<file path="src/rtl/debounce_pkg.sv">
// Shared types and default timing for the push-button debounce bank.
// Defaults assume a 50 MHz clk: 20 ms stability window, 2 s long press.
package debounce_pkg;

  typedef enum logic [1:0] {
    RELEASED     = 2'd0,
    PRESS_WAIT   = 2'd1,
    PRESSED      = 2'd2,
    RELEASE_WAIT = 2'd3
  } db_state_t;

  localparam int DEFAULT_SYNC_STAGES   = 2;
  localparam int DEFAULT_STABLE_CYCLES = 1_000_000;
  localparam int DEFAULT_LONG_CYCLES   = 100_000_000;

endpackage

</file>
<file path="src/rtl/debounce_channel.sv">
// One button channel: synchroniser, stability-qualified FSM, press/release strobes.
// Long-press strobe is built only when DEBOUNCE_BANK_LONG_PRESS_EN is defined.
//
// state        | meaning
// RELEASED     | pb_level=0, waiting for a sample of 1
// PRESS_WAIT   | counting consecutive samples of 1
// PRESSED      | pb_level=1, waiting for a sample of 0
// RELEASE_WAIT | pb_level=1, counting consecutive samples of 0
module debounce_channel
  import debounce_pkg::*;
#(
  parameter int SYNC_STAGES   = DEFAULT_SYNC_STAGES,
  parameter int STABLE_CYCLES = DEFAULT_STABLE_CYCLES,
  parameter int LONG_CYCLES   = DEFAULT_LONG_CYCLES
) (
  input  logic clk,
  input  logic rst,
  input  logic pb_in,
  output logic pb_level,
  output logic pb_press,
  output logic pb_release,
  output logic pb_long
);

  localparam int               CNT_W   = $clog2(STABLE_CYCLES + 1);
  localparam logic [CNT_W-1:0] CNT_MAX = CNT_W'(STABLE_CYCLES);

  if (SYNC_STAGES < 2 || STABLE_CYCLES < 1 || LONG_CYCLES < 1) begin : g_param_check
    $error("debounce_channel: illegal parameter value");
  end

  logic [SYNC_STAGES-1:0] sync_q;
  logic                   sample;
  db_state_t              state_q, state_d;
  logic [CNT_W-1:0]       cnt_q, cnt_d;
  logic                   press_d, release_d;
  logic                   press_q, release_q;

  always_ff @(posedge clk or posedge rst) begin
    if (rst) sync_q <= '0;
    else     sync_q <= {sync_q[SYNC_STAGES-2:0], pb_in};
  end

  assign sample = sync_q[SYNC_STAGES-1];

  always_ff @(posedge clk or posedge rst) begin
    if (rst) begin
      state_q   <= RELEASED;
      cnt_q     <= '0;
      press_q   <= 1'b0;
      release_q <= 1'b0;
    end else begin
      state_q   <= state_d;
      cnt_q     <= cnt_d;
      press_q   <= press_d;
      release_q <= release_d;
    end
  end

  always_comb begin
    state_d   = state_q;
    cnt_d     = cnt_q;
    press_d   = 1'b0;
    release_d = 1'b0;
    unique case (state_q)
      RELEASED: begin
        if (sample) begin
          state_d = PRESS_WAIT;
          cnt_d   = CNT_W'(1);
        end
      end
      PRESS_WAIT: begin
        if (!sample) begin
          state_d = RELEASED;
          cnt_d   = '0;
        end else if (cnt_q == CNT_MAX) begin
          state_d = PRESSED;
          cnt_d   = '0;
          press_d = 1'b1;
        end else begin
          cnt_d = cnt_q + 1'b1;
        end
      end
      PRESSED: begin
        if (!sample) begin
          state_d = RELEASE_WAIT;
          cnt_d   = CNT_W'(1);
        end
      end
      RELEASE_WAIT: begin
        // A bounce back to 1 resumes the press silently.
        if (sample) begin
          state_d = PRESSED;
          cnt_d   = '0;
        end else if (cnt_q == CNT_MAX) begin
          state_d   = RELEASED;
          cnt_d     = '0;
          release_d = 1'b1;
        end else begin
          cnt_d = cnt_q + 1'b1;
        end
      end
      default: begin
        state_d = RELEASED;
        cnt_d   = '0;
      end
    endcase
  end

  assign pb_level   = (state_q == PRESSED) || (state_q == RELEASE_WAIT);
  assign pb_press   = press_q;
  assign pb_release = release_q;

`ifdef DEBOUNCE_BANK_LONG_PRESS_EN
  localparam int                LONG_W   = $clog2(LONG_CYCLES + 1);
  localparam logic [LONG_W-1:0] LONG_MAX = LONG_W'(LONG_CYCLES);

  logic [LONG_W-1:0] long_q, long_d;
  logic              long_hit, long_pulse_q;

  // Stop counting on the release edge so pb_long never coincides with pb_release.
  always_comb begin
    long_d   = long_q;
    long_hit = 1'b0;
    if (state_d == RELEASED) begin
      long_d = '0;
    end else if ((state_q == PRESSED || state_q == RELEASE_WAIT) && long_q != LONG_MAX) begin
      long_d   = long_q + 1'b1;
      long_hit = (long_q + 1'b1 == LONG_MAX);
    end
  end

  always_ff @(posedge clk or posedge rst) begin
    if (rst) begin
      long_q       <= '0;
      long_pulse_q <= 1'b0;
    end else begin
      long_q       <= long_d;
      long_pulse_q <= long_hit;
    end
  end

  assign pb_long = long_pulse_q;
`else
  assign pb_long = 1'b0;
`endif

endmodule

</file>
<file path="src/rtl/debounce_bank.sv">
// Bank of independent debounced push-button channels on a single clock.
// Optional long-press strobe: define DEBOUNCE_BANK_LONG_PRESS_EN.
module debounce_bank
  import debounce_pkg::*;
#(
  parameter int CHANNELS      = 4,
  parameter int SYNC_STAGES   = DEFAULT_SYNC_STAGES,
  parameter int STABLE_CYCLES = DEFAULT_STABLE_CYCLES,
  parameter int LONG_CYCLES   = DEFAULT_LONG_CYCLES
) (
  input  logic                clk,
  input  logic                rst,
  input  logic [CHANNELS-1:0] pb_in,
  output logic [CHANNELS-1:0] pb_level,
  output logic [CHANNELS-1:0] pb_press,
  output logic [CHANNELS-1:0] pb_release,
  output logic [CHANNELS-1:0] pb_long
);

  for (genvar i = 0; i < CHANNELS; i++) begin : g_ch
    debounce_channel #(
      .SYNC_STAGES  (SYNC_STAGES),
      .STABLE_CYCLES(STABLE_CYCLES),
      .LONG_CYCLES  (LONG_CYCLES)
    ) u_ch (
      .clk       (clk),
      .rst       (rst),
      .pb_in     (pb_in[i]),
      .pb_level  (pb_level[i]),
      .pb_press  (pb_press[i]),
      .pb_release(pb_release[i]),
      .pb_long   (pb_long[i])
    );
  end

endmodule

</file>
<file path="config.mk">
export PLATFORM = sky130hd
export DESIGN_NAME = debounce_bank
export DESIGN_NICKNAME = d
export VERILOG_FILES = /design/src/rtl/debounce_pkg.sv /design/src/rtl/debounce_channel.sv /design/src/rtl/debounce_bank.sv
export SDC_FILE = /design/constraint.sdc
export NUM_CORES = 1
export LEC_CHECK = 0
export CORE_ASPECT_RATIO = 1.1
export CORE_MARGIN = 2
export CORE_UTILIZATION = 55
export DETAILED_ROUTE_END_ITERATION = 16
export PLACE_DENSITY = 0.72
export REMOVE_ABC_BUFFERS = 1
export SETUP_SLACK_MARGIN = 0.1
export SYNTH_ARGS = -nofsm -noshare
export SYNTH_HDL_FRONTEND = slang
export SYNTH_SLANG_ARGS = --single-unit
</file>
<file path="constraint.sdc">
create_clock -name clk -period 3.1 [get_ports clk]
set_input_delay 0.465 -clock clk [delete_from_list [all_inputs] [get_ports clk]]
set_output_delay 0.465 -clock clk [all_outputs]
set_load 0.1 [all_outputs]
</file>
==> results.txt, run 1 <==
CP bufs+invs - 1
Synth area leader - dfrtp_1
Hold Crit Class - reg2reg
Endpoint kind of the worst setup timing path - register
DRC viols - 0
Post-Place Cells - 708
Site Rows - 38
Clock period minus worst slack - 2.40 ns
Antenna cell count - 0
Sequential element share of the synthesized area - 0.469
Fill cell count - 864
Clock tree root driver cell - clkbuf_8
Fmax - 416 MHz
CTS max path bufs - 2
Num CTS Buffers - 9
Crit path launch type - register
Req. time, crit path - 3.38 ns
Combinational share of power - 0.264
Routed wire per std cell - 15.5 µm
Power Total - 3.29 mW
Die area - 0.0109 mm²
Worst-Skew Late Latency - 0.37 ns
IO Port Bufs - 17
GRT Overall Usage - 0.219
Final Hold Viols - 0
Largest cells by area after synthesis - dfrtp_1, a31oi_1, nand2_1, nand3_1, a21oi_1
Cells on worst reg2reg path - 7
Worst vdd ir - 0.399 mV
Sink Count - 104
Setup TNS - 0 ns
DR vias - 4475
Worst path top cell family by delay - compound AO/OA/AOI/OAI gates
Placement Setup Slack - 0.753 ns
Largest net degree at the start of global routing - 57
RD Place Congestion - 0.865
Sequential Power Share - 0.479
Final #Nets - 613
CORE AREA - 0.00984 mm²
Hold Buf Count CTS - 0
Post-CTS Setup Inserts - 0
Yosys warnings - 0
Slew margin rel. - 0.192
WP data arrival - 2.68 ns
Most common cell in the netlist - dfrtp_1
Max-capacitance violation count - 0
Synth top cells by count - dfrtp_1, nand2_1, a31oi_1, nand3_1, a21oi_1
Final setup violation count - 0
Final setup skew - 0.00859 ns
Mapped Avg Cell Area - 9.09 µm²
Cell area after layout - 0.00583 mm²
WL final - 11200 µm
H-tree lvl count - 3
Hold path depth - 0
Congestion Overflow GR - 0
Reg-to-reg endpoint - g_ch[1].u_ch.cnt_q[15]
First-iteration detailed-routing DRC count - 257
DP Area - 0.00564 mm²
Initial core utilization - 0.564
P_int - 2.10 mW
Critical-path maximum fanout - 36
Yosys reg bits - 104
Cell count after synthesis - 610
Top_reg_cell synth - dfrtp_1
Clock power frac - 0.257
ANT nets after route - 0
Leakage - 2.40 nW
Fin worst setup slack - 0.698 ns
TritonCTS clock tree - yes
Vias in the first global route - 4236
Layout Cells excl Fill - 723
Critical path type - reg2reg
Share of post-route cells with drive strength above 1 - 0.0779
Sw Pwr - 1.19 mW
Flop-to-flop setup slack - 0.70 ns
Synth top area share - 0.469
Worst-path cell chain - inv_1 -> ha_1 -> nor3b_1 -> nand2_1 -> o31a_1 -> a41oi_1 -> a31oi_1
Pwr dens - 565 mW/mm²
RR Startpoint - g_ch[1].u_ch.cnt_q[0]
Fin. max-slew vios - 0
First-pass GRT wire length - 19600 µm
Hold Startpoint - g_ch[2].u_ch.sync_q[0]
Post-synth EDFFs - 0
Vias per cell - 6.19
Pre-antenna DRT Iters - 5
Crit share post-route - 0.775
Net Sw Frac - 0.362
Slowest Stage Delay on Critical Path - 0.94 ns
Area grow syn2layout - 5.10%
PostCTS Resize Cnt - 0
Initial antenna violation count - 0
RSZ-0062 raised after global routing - false
Worst hold path endpoint - g_ch[2].u_ch.sync_q[1]
Status - finished, final reports clean
CTS clk-pin slew, worst paths - 0.09 ns
Hpwl dp - 7570 µm
CP max-delay cell - o31a_1
Ys async rst share - 1.00
I/O Pins - 22
Die Ht - 109 µm
Mapped cell area - 0.00555 mm²
Chip width - 99.8 µm
Yosys cell types - 60
Worst Tran Pin Value - 1.21 ns
## state kept, by name (all words and copies together) (netlist names), named ones only
signal / cells
g_ch.u_ch.cnt_q: 80
g_ch.u_ch.state_q: 4
g_ch.u_ch.pb_press: 4
g_ch.u_ch.pb_release: 4
g_ch.u_ch.sync_q: 8
## power by group through the flow
stage / Combinational (mW) / Sequential, mW / Clock (mW)
after global routing: 0.965 / 1.60 / 0.915
after global placement: 0.837 / 1.60 / 0
after detailed placement: 0.871 / 1.60 / 0
after CTS: 0.873 / 1.58 / 0.861
final: 0.870 / 1.58 / 0.846
after floorplan: 0.576 / 1.67 / 0
## logic make-up (layout without fill, tap and decap cells)
family,after synthesis,after routing,synth area share
AND/OR/NAND/NOR,254,254,0.245
AO/OA/AOI/OAI,154,154,0.173
flip-flops,104,104,0.469
buffers and inverters,71,61,0.0622
XOR/XNOR,9,9,0.0142
multiplexers,9,9,0.0180
adder cells (fa/ha/maj),8,8,0.0180
other,1,4,0.000676
## layout by cell type, fill, tap and decap left out, types with 5 or more instances in the layout
| master | synthesis | final |
|---|---|---|
| dfrtp_1 | 104 | 104 |
| nand2_1 | 70 | 70 |
| nand3_1 | 47 | 47 |
| a31oi_1 | 47 | 47 |
| a21oi_1 | 41 | 40 |
| nor2_1 | 27 | 27 |
| o21ai_0 | 26 | 26 |
| inv_1 | 26 | 25 |
| nor3_1 | 15 | 15 |
| nand4_1 | 14 | 14 |
| buf_4 | 17 | 14 |
| nand2b_1 | 13 | 13 |
| nor4_1 | 12 | 12 |
| a41oi_1 | 11 | 11 |
| clkbuf_8 | 0 | 10 |
| and3_1 | 9 | 9 |
| or3_1 | 9 | 9 |
| nor3b_1 | 8 | 8 |
| ha_1 | 8 | 8 |
| xor2_1 | 7 | 7 |
| a21o_1 | 7 | 7 |
| clkdlybuf4s50_1 | 0 | 5 |
## worst max path at each step
stage / start / to / slack (ns) / cells past startpoint
3_5_place_dp: g_ch[1].u_ch.cnt_q[0] / g_ch[1].u_ch.cnt_q[5] / 0.75 / 7
3_3_place_gp: g_ch[0].u_ch.cnt_q[0] / g_ch[0].u_ch.cnt_q[15] / 0.88 / 7
6_report: g_ch[1].u_ch.cnt_q[0] / g_ch[1].u_ch.cnt_q[15] / 0.70 / 7
5_1_grt: g_ch[1].u_ch.cnt_q[0] / g_ch[1].u_ch.cnt_q[6] / 0.45 / 7
2_1_floorplan: rst / asynchronous set/reset pin / -0.1 / 1
4_1_cts: g_ch[1].u_ch.cnt_q[0] / g_ch[1].u_ch.cnt_q[15] / 0.73 / 7
## layout make-up
type	instances	area, µm²	share of cell area
clock buffers	12	145	0.0249
clock inverters	3	42.5	0.00730
inverters	26	100	0.0172
multi-input cells	438	2620	0.448
flip-flops and latches	104	2600	0.446
well taps	120	150	0.0258
repair buffers	20	175	0.0300
## metrics by stage
| stage | hold WS, ns | utilization |
|---|---|---|
| after floorplan | 0.331 | - |
| after global placement | 0.333 | 0.573 |
| after detailed placement | 0.336 | 0.573 |
| after CTS | 0.358 | 0.592 |
| after global routing | 0.362 | 0.592 |
| final | 0.357 | 0.592 |
## worst register-to-register path, cell delays in order (launching register included)
cell and delay (ns):
dfrtp_1 0.41, inv_1 0.08, ha_1 0.20, nor3b_1 0.14, nand2_1 0.09, o31a_1 0.94, a41oi_1 0.24, a31oi_1 0.22
## per-layer routing
layer,part of all wire,up-vias,track usage
li1,-,2205,-
met1,0.48,2156,0.307
met2,0.47,105,0.351
met3,0.039,9,0.0369
met4,0.011,0,0.0714
met5,0,-,0
Power figures use the tool's default switching activity.
==> run 2: changes to the inputs <==
PLACE_DENSITY = 0.69   (was 0.72)
clock period = 2.3 ns   (was 3.1 ns; I/O delays follow)
==> results.txt, run 2 (synthesis gave the netlist of run 1 again) <==
Antenna cell count - 0
Leakage - 2.59 nW
TritonCTS clock tree - yes
Site Rows - 38
First-pass GRT wire length - 19600 µm
Chip width - 99.8 µm
WP data arrival - 2.49 ns
Worst Tran Pin Value - 0.757 ns
Initial antenna violation count - 0
Num CTS Buffers - 9
Share of post-route cells with drive strength above 1 - 0.152
RD Place Congestion - 0.821
DRC viols - 0
DR vias - 4618
Biggest register - g_ch.u_ch.cnt_q
Final setup skew - 0.0116 ns
Critical-path maximum fanout - 3
Most frequent cells in the layout - dfrtp_1, nand2_1, a31oi_1
Clock period minus worst slack - 2.21 ns
Vias per cell - 6.15
Placement Setup Slack - -0.0583 ns
Routed wire per std cell - 16.0 µm
Top flop regs - g_ch.u_ch.cnt_q: 80 flops, g_ch.u_ch.sync_q: 8 flops
Crit share post-route - 0.962
Congestion Overflow GR - 0
Slew margin rel. - 0.494
IO Port Bufs - 17
Power Total - 4.86 mW
Worst vdd ir - 0.728 mV
Commonest non-fill, non-tap cell in the layout - dfrtp_1
I/O Pins - 22
Pwr dens - 783 mW/mm²
Cells on worst reg2reg path - 7
Final #Nets - 640
Pre-antenna DRT Iters - 5
GRT Overall Usage - 0.222
Hold Crit Class - in2async
Sink Count - 104
Fin util - 0.631
Vias in the first global route - 4182
Fmax - 452 MHz
Crit path launch type - register
RSZ-0062 raised after global routing - true
Die area - 0.0109 mm²
Critical Path Start - g_ch[0].u_ch.cnt_q[0]
Max-capacitance violation count - 0
CTS max path bufs - 2
Max FFs per register - 80
ANT nets after route - 0
Endpoint kind of the worst setup timing path - register
Req. time, crit path - 2.58 ns
Final setup violation count - 0
CORE AREA - 0.00984 mm²
Final Hold Viols - 0
Fin worst setup slack - 0.0879 ns
Largest net degree at the start of global routing - 41
WL final - 12000 µm
CTS clk-pin slew, worst paths - 0.10 ns
H-tree lvl count - 3
First-iteration detailed-routing DRC count - 163
Area grow syn2layout - 12.0%
Status - finished, final reports clean
Hpwl dp - 7770 µm
Fin. max-slew vios - 0
Flop-to-flop setup slack - 0.09 ns
RR Startpoint - g_ch[0].u_ch.cnt_q[0]
Worst-Skew Late Latency - 0.39 ns
Initial core utilization - 0.564
Die Ht - 109 µm
Clock tree root driver cell - clkbuf_8
Hold Buf Count CTS - 0
Critical path type - reg2reg
-- run 2: cell types whose count changed in the layout (fill, tap and decap cells not counted), moves of 3 or more --
cell / before / now
buf_4: 14 / 33
buf_6: 0 / 5
nor3_1: 15 / 11
nor3_2: 0 / 3
-- run 2: worst max path at each step --
stage | endpoint | slack (ns)
finish | register | 0.09
CTS | g_ch[0].u_ch.cnt_q[11] | 0.10
global placement | g_ch[0].u_ch.cnt_q[9] | 0.07
detailed placement | g_ch[0].u_ch.cnt_q[12] | -0.06
global route | g_ch[0].u_ch.cnt_q[11] | -0.007
floorplan | asynchronous set/reset pin | -0.78
-- run 2: routing by layer --
metal  wire length [µm]  track usage  share of wire  up-vias
met5                  0            0              0        -
li1                   -            -              -     2260
met4                139       0.0753          0.012        0
met2               5800        0.355           0.48      105
met1               5610        0.301           0.47     2241
met3                459       0.0515          0.038       12
-- run 2: repair_timing --
item,in CTS,in global routing
buffers inserted,6,4
cloned,0,1
pin swaps,3,8
gates resized for setup,2,27
setup endpoints to repair,12,50
-- run 2: cell type report --
type | count | area, µm²
Clock buffer | 10 | 138
Clock inverter | 6 | 66.3
Fill cell | 828 | 3630
Inverter | 26 | 100
Multi-Input combinational cell | 439 | 2740
Sequential cell | 104 | 2600
Tap cell | 120 | 150
Timing Repair Buffer | 46 | 414
-- run 2: power breakdown --
group          leakage [nW]  total, mW  switching, mW  internal (mW)
combinational          1.07       1.53          0.938          0.596
clock                 0.107       1.20          0.666          0.537
sequential             1.41       2.13          0.177           1.95
total                  2.59       4.86           1.78           3.08
-- run 2: critical path, stage by stage (launching register included) --
cell and delay [ns]:
dfrtp_1 0.41, inv_2 0.09, ha_4 0.14, or4b_4 0.49, nor4_4 0.38, a21o_2 0.25
nand2_4 0.05, mux2_4 0.29
-- run 2: metrics by stage --
stage                     cell area, µm²  cells  hold slack [ns]  setup TNS, ns
after floorplan                     5310    568            0.331         -91.01
after global routing                6210    751            0.323       -0.00693
after global placement              5790    724            0.334              0
after CTS                           6050    746            0.306              0
final                               6210    751            0.297              0
after detailed placement            5790    724            0.336         -0.114
==> run 3: changes to the inputs <==
CORE_MARGIN = 8   (was 2)
GPL_ROUTABILITY_DRIVEN = 0   (was default)
==> results.txt, run 3 (synthesis gave the netlist of run 1 again) <==
Endpoint kind of the worst setup timing path - register
Hold path depth - 0
Antenna cell count - 0
Fin worst setup slack - 0.155 ns
Max FFs per register - 80
Worst vdd ir - 0.638 mV
Placement Setup Slack - -0.0220 ns
Chip width - 112 µm
Hpwl dp - 7850 µm
Clock tree root driver cell - clkbuf_8
First-iteration detailed-routing DRC count - 269
Fin Hold WS - 0.361 ns
Num CTS Buffers - 9
RSZ-0062 raised after global routing - true
Hold Buf Count CTS - 0
Crit share post-route - 0.933
Clock period minus worst slack - 2.14 ns
Area grow syn2layout - 9.68%
Req. time, crit path - 2.56 ns
Routed wire per std cell - 15.7 µm
Share of post-route cells with drive strength above 1 - 0.131
Fmax - 466 MHz
Commonest non-fill, non-tap cell in the layout - dfrtp_1
I/O Pins - 22
Final setup violation count - 0
CORE AREA - 0.00984 mm²
CP max-delay cell - or4b_4
Site Rows - 38
Hold Crit Class - reg2reg
CTS clk-pin slew, worst paths - 0.10 ns
H-tree lvl count - 3
GRT Overall Usage - 0.180
RR Startpoint - g_ch[0].u_ch.cnt_q[1]
Vias per cell - 6.19
Hold Startpoint - g_ch[2].u_ch.sync_q[0]
Initial antenna violation count - 1
ANT nets after route - 0
DRC viols - 0
Status - finished, final reports clean
Worst Tran Pin Value - 0.736 ns
TritonCTS clock tree - yes
Critical-path maximum fanout - 4
Cells on worst reg2reg path - 7
Die Ht - 121 µm
WP data arrival - 2.40 ns
Largest net degree at the start of global routing - 63
First-pass GRT wire length - 20400 µm
Most frequent cells in the layout - dfrtp_1, nand2_1, nand3_1, a31oi_1, a21oi_1
WL final - 11700 µm
Worst-Skew Late Latency - 0.37 ns
Biggest register - g_ch.u_ch.cnt_q
Fin. max-slew vios - 0
Power Total - 4.65 mW
Vias in the first global route - 4400
Final Hold Viols - 0
Congestion Overflow GR - 0
Pwr dens - 764 mW/mm²
CP bufs+invs - 1
Pre-antenna DRT Iters - 4
Sink Count - 104
Slowest Stage Delay on Critical Path - 0.47 ns
Critical path type - reg2reg
Crit path launch type - register
Worst hold path endpoint - g_ch[2].u_ch.sync_q[1]
Max-capacitance violation count - 0
Leakage - 2.56 nW
Slew margin rel. - 0.507
Die area - 0.0136 mm²
IO Port Bufs - 17
Worst-path cell chain - inv_2 -> ha_4 -> or4b_4 -> nor4_4 -> a21o_2 -> nand2_4 -> mux2_4
Flop-to-flop setup slack - 0.16 ns
Setup TNS - 0 ns
DR vias - 4624
Worst path top cell family by delay - simple AND/OR/NAND/NOR gates
Final setup skew - 0.0100 ns
Initial core utilization - 0.564
CTS max path bufs - 2
Top flop regs - g_ch.u_ch.cnt_q: 80 flops, g_ch.u_ch.sync_q: 8 flops
Final #Nets - 636
## run 3: changes by cell type in the layout (fill, tap and decap cells not counted), moves of 2 or more
cell,change
nor3_1,+3
nand3_2,-2
buf_12,-2
clkbuf_8,+2
buf_6,-2
nor3_2,-2
nand3_1,+2
## run 3: report_power, final
part	leakage (nW)	internal, mW	switching (mW)
Sequential	1.41	1.95	0.176
Combinational	1.05	0.521	0.886
Clock	0.100	0.488	0.627
## run 3: what timing repair did
action / 4_1_cts / 5_1_grt
setup endpoints to repair: 7 / 25
resized for setup: 2 / 14
pin swaps: 3 / 5
setup buffers: 5 / 1
## run 3: layer usage
metal,track usage,up-vias,share of wire
met4,0.0830,2,0.021
met5,0,-,0.00094
met2,0.296,96,0.48
li1,-,2238,-
met1,0.226,2265,0.46
met3,0.0353,23,0.041
## run 3: worst max path at each step
| stage | end | depth (start not counted) | startpoint | slack [ns] |
|---|---|---|---|---|
| 2_1_floorplan | asynchronous set/reset pin | 1 | rst | -0.78 |
| 3_3_place_gp | g_ch[0].u_ch.cnt_q[9] | 8 | g_ch[0].u_ch.cnt_q[0] | 0.07 |
| 3_5_place_dp | g_ch[0].u_ch.cnt_q[9] | 8 | g_ch[0].u_ch.cnt_q[0] | -0.02 |
| 4_1_cts | g_ch[0].u_ch.cnt_q[11] | 8 | g_ch[0].u_ch.cnt_q[1] | 0.13 |
| 5_1_grt | g_ch[0].u_ch.cnt_q[11] | 8 | g_ch[0].u_ch.cnt_q[1] | 0.09 |
| 6_report | register | 7 | g_ch[0].u_ch.cnt_q[1] | 0.16 |
## run 3: stage by stage
step | utilization | instances | instance area (µm²)
2_1_floorplan | - | 568 | 5310
3_5_place_dp | 0.586 | 725 | 5770
4_1_cts | 0.611 | 746 | 6010
5_1_grt | 0.618 | 747 | 6080
6_report | 0.618 | 747 | 6080
3_3_place_gp | 0.586 | 725 | 5770
## run 3: layout make-up
cell class / count / area, µm²
fill: 810 / 3760
multi-input combinational: 438 / 2680
sequential: 104 / 2600
timing repair buffer: 43 / 359
clock buffer: 13 / 169
tap: 120 / 150
inverter: 26 / 100
clock inverter: 3 / 22.5
## run 3: worst reg2reg max path: stages, from the launching register on
cell     delay [ns]
dfrtp_1        0.43
inv_2          0.09
ha_4           0.11
or4b_4         0.47
nor4_4         0.35
a21o_2         0.24
nand2_4        0.05
mux2_4         0.29
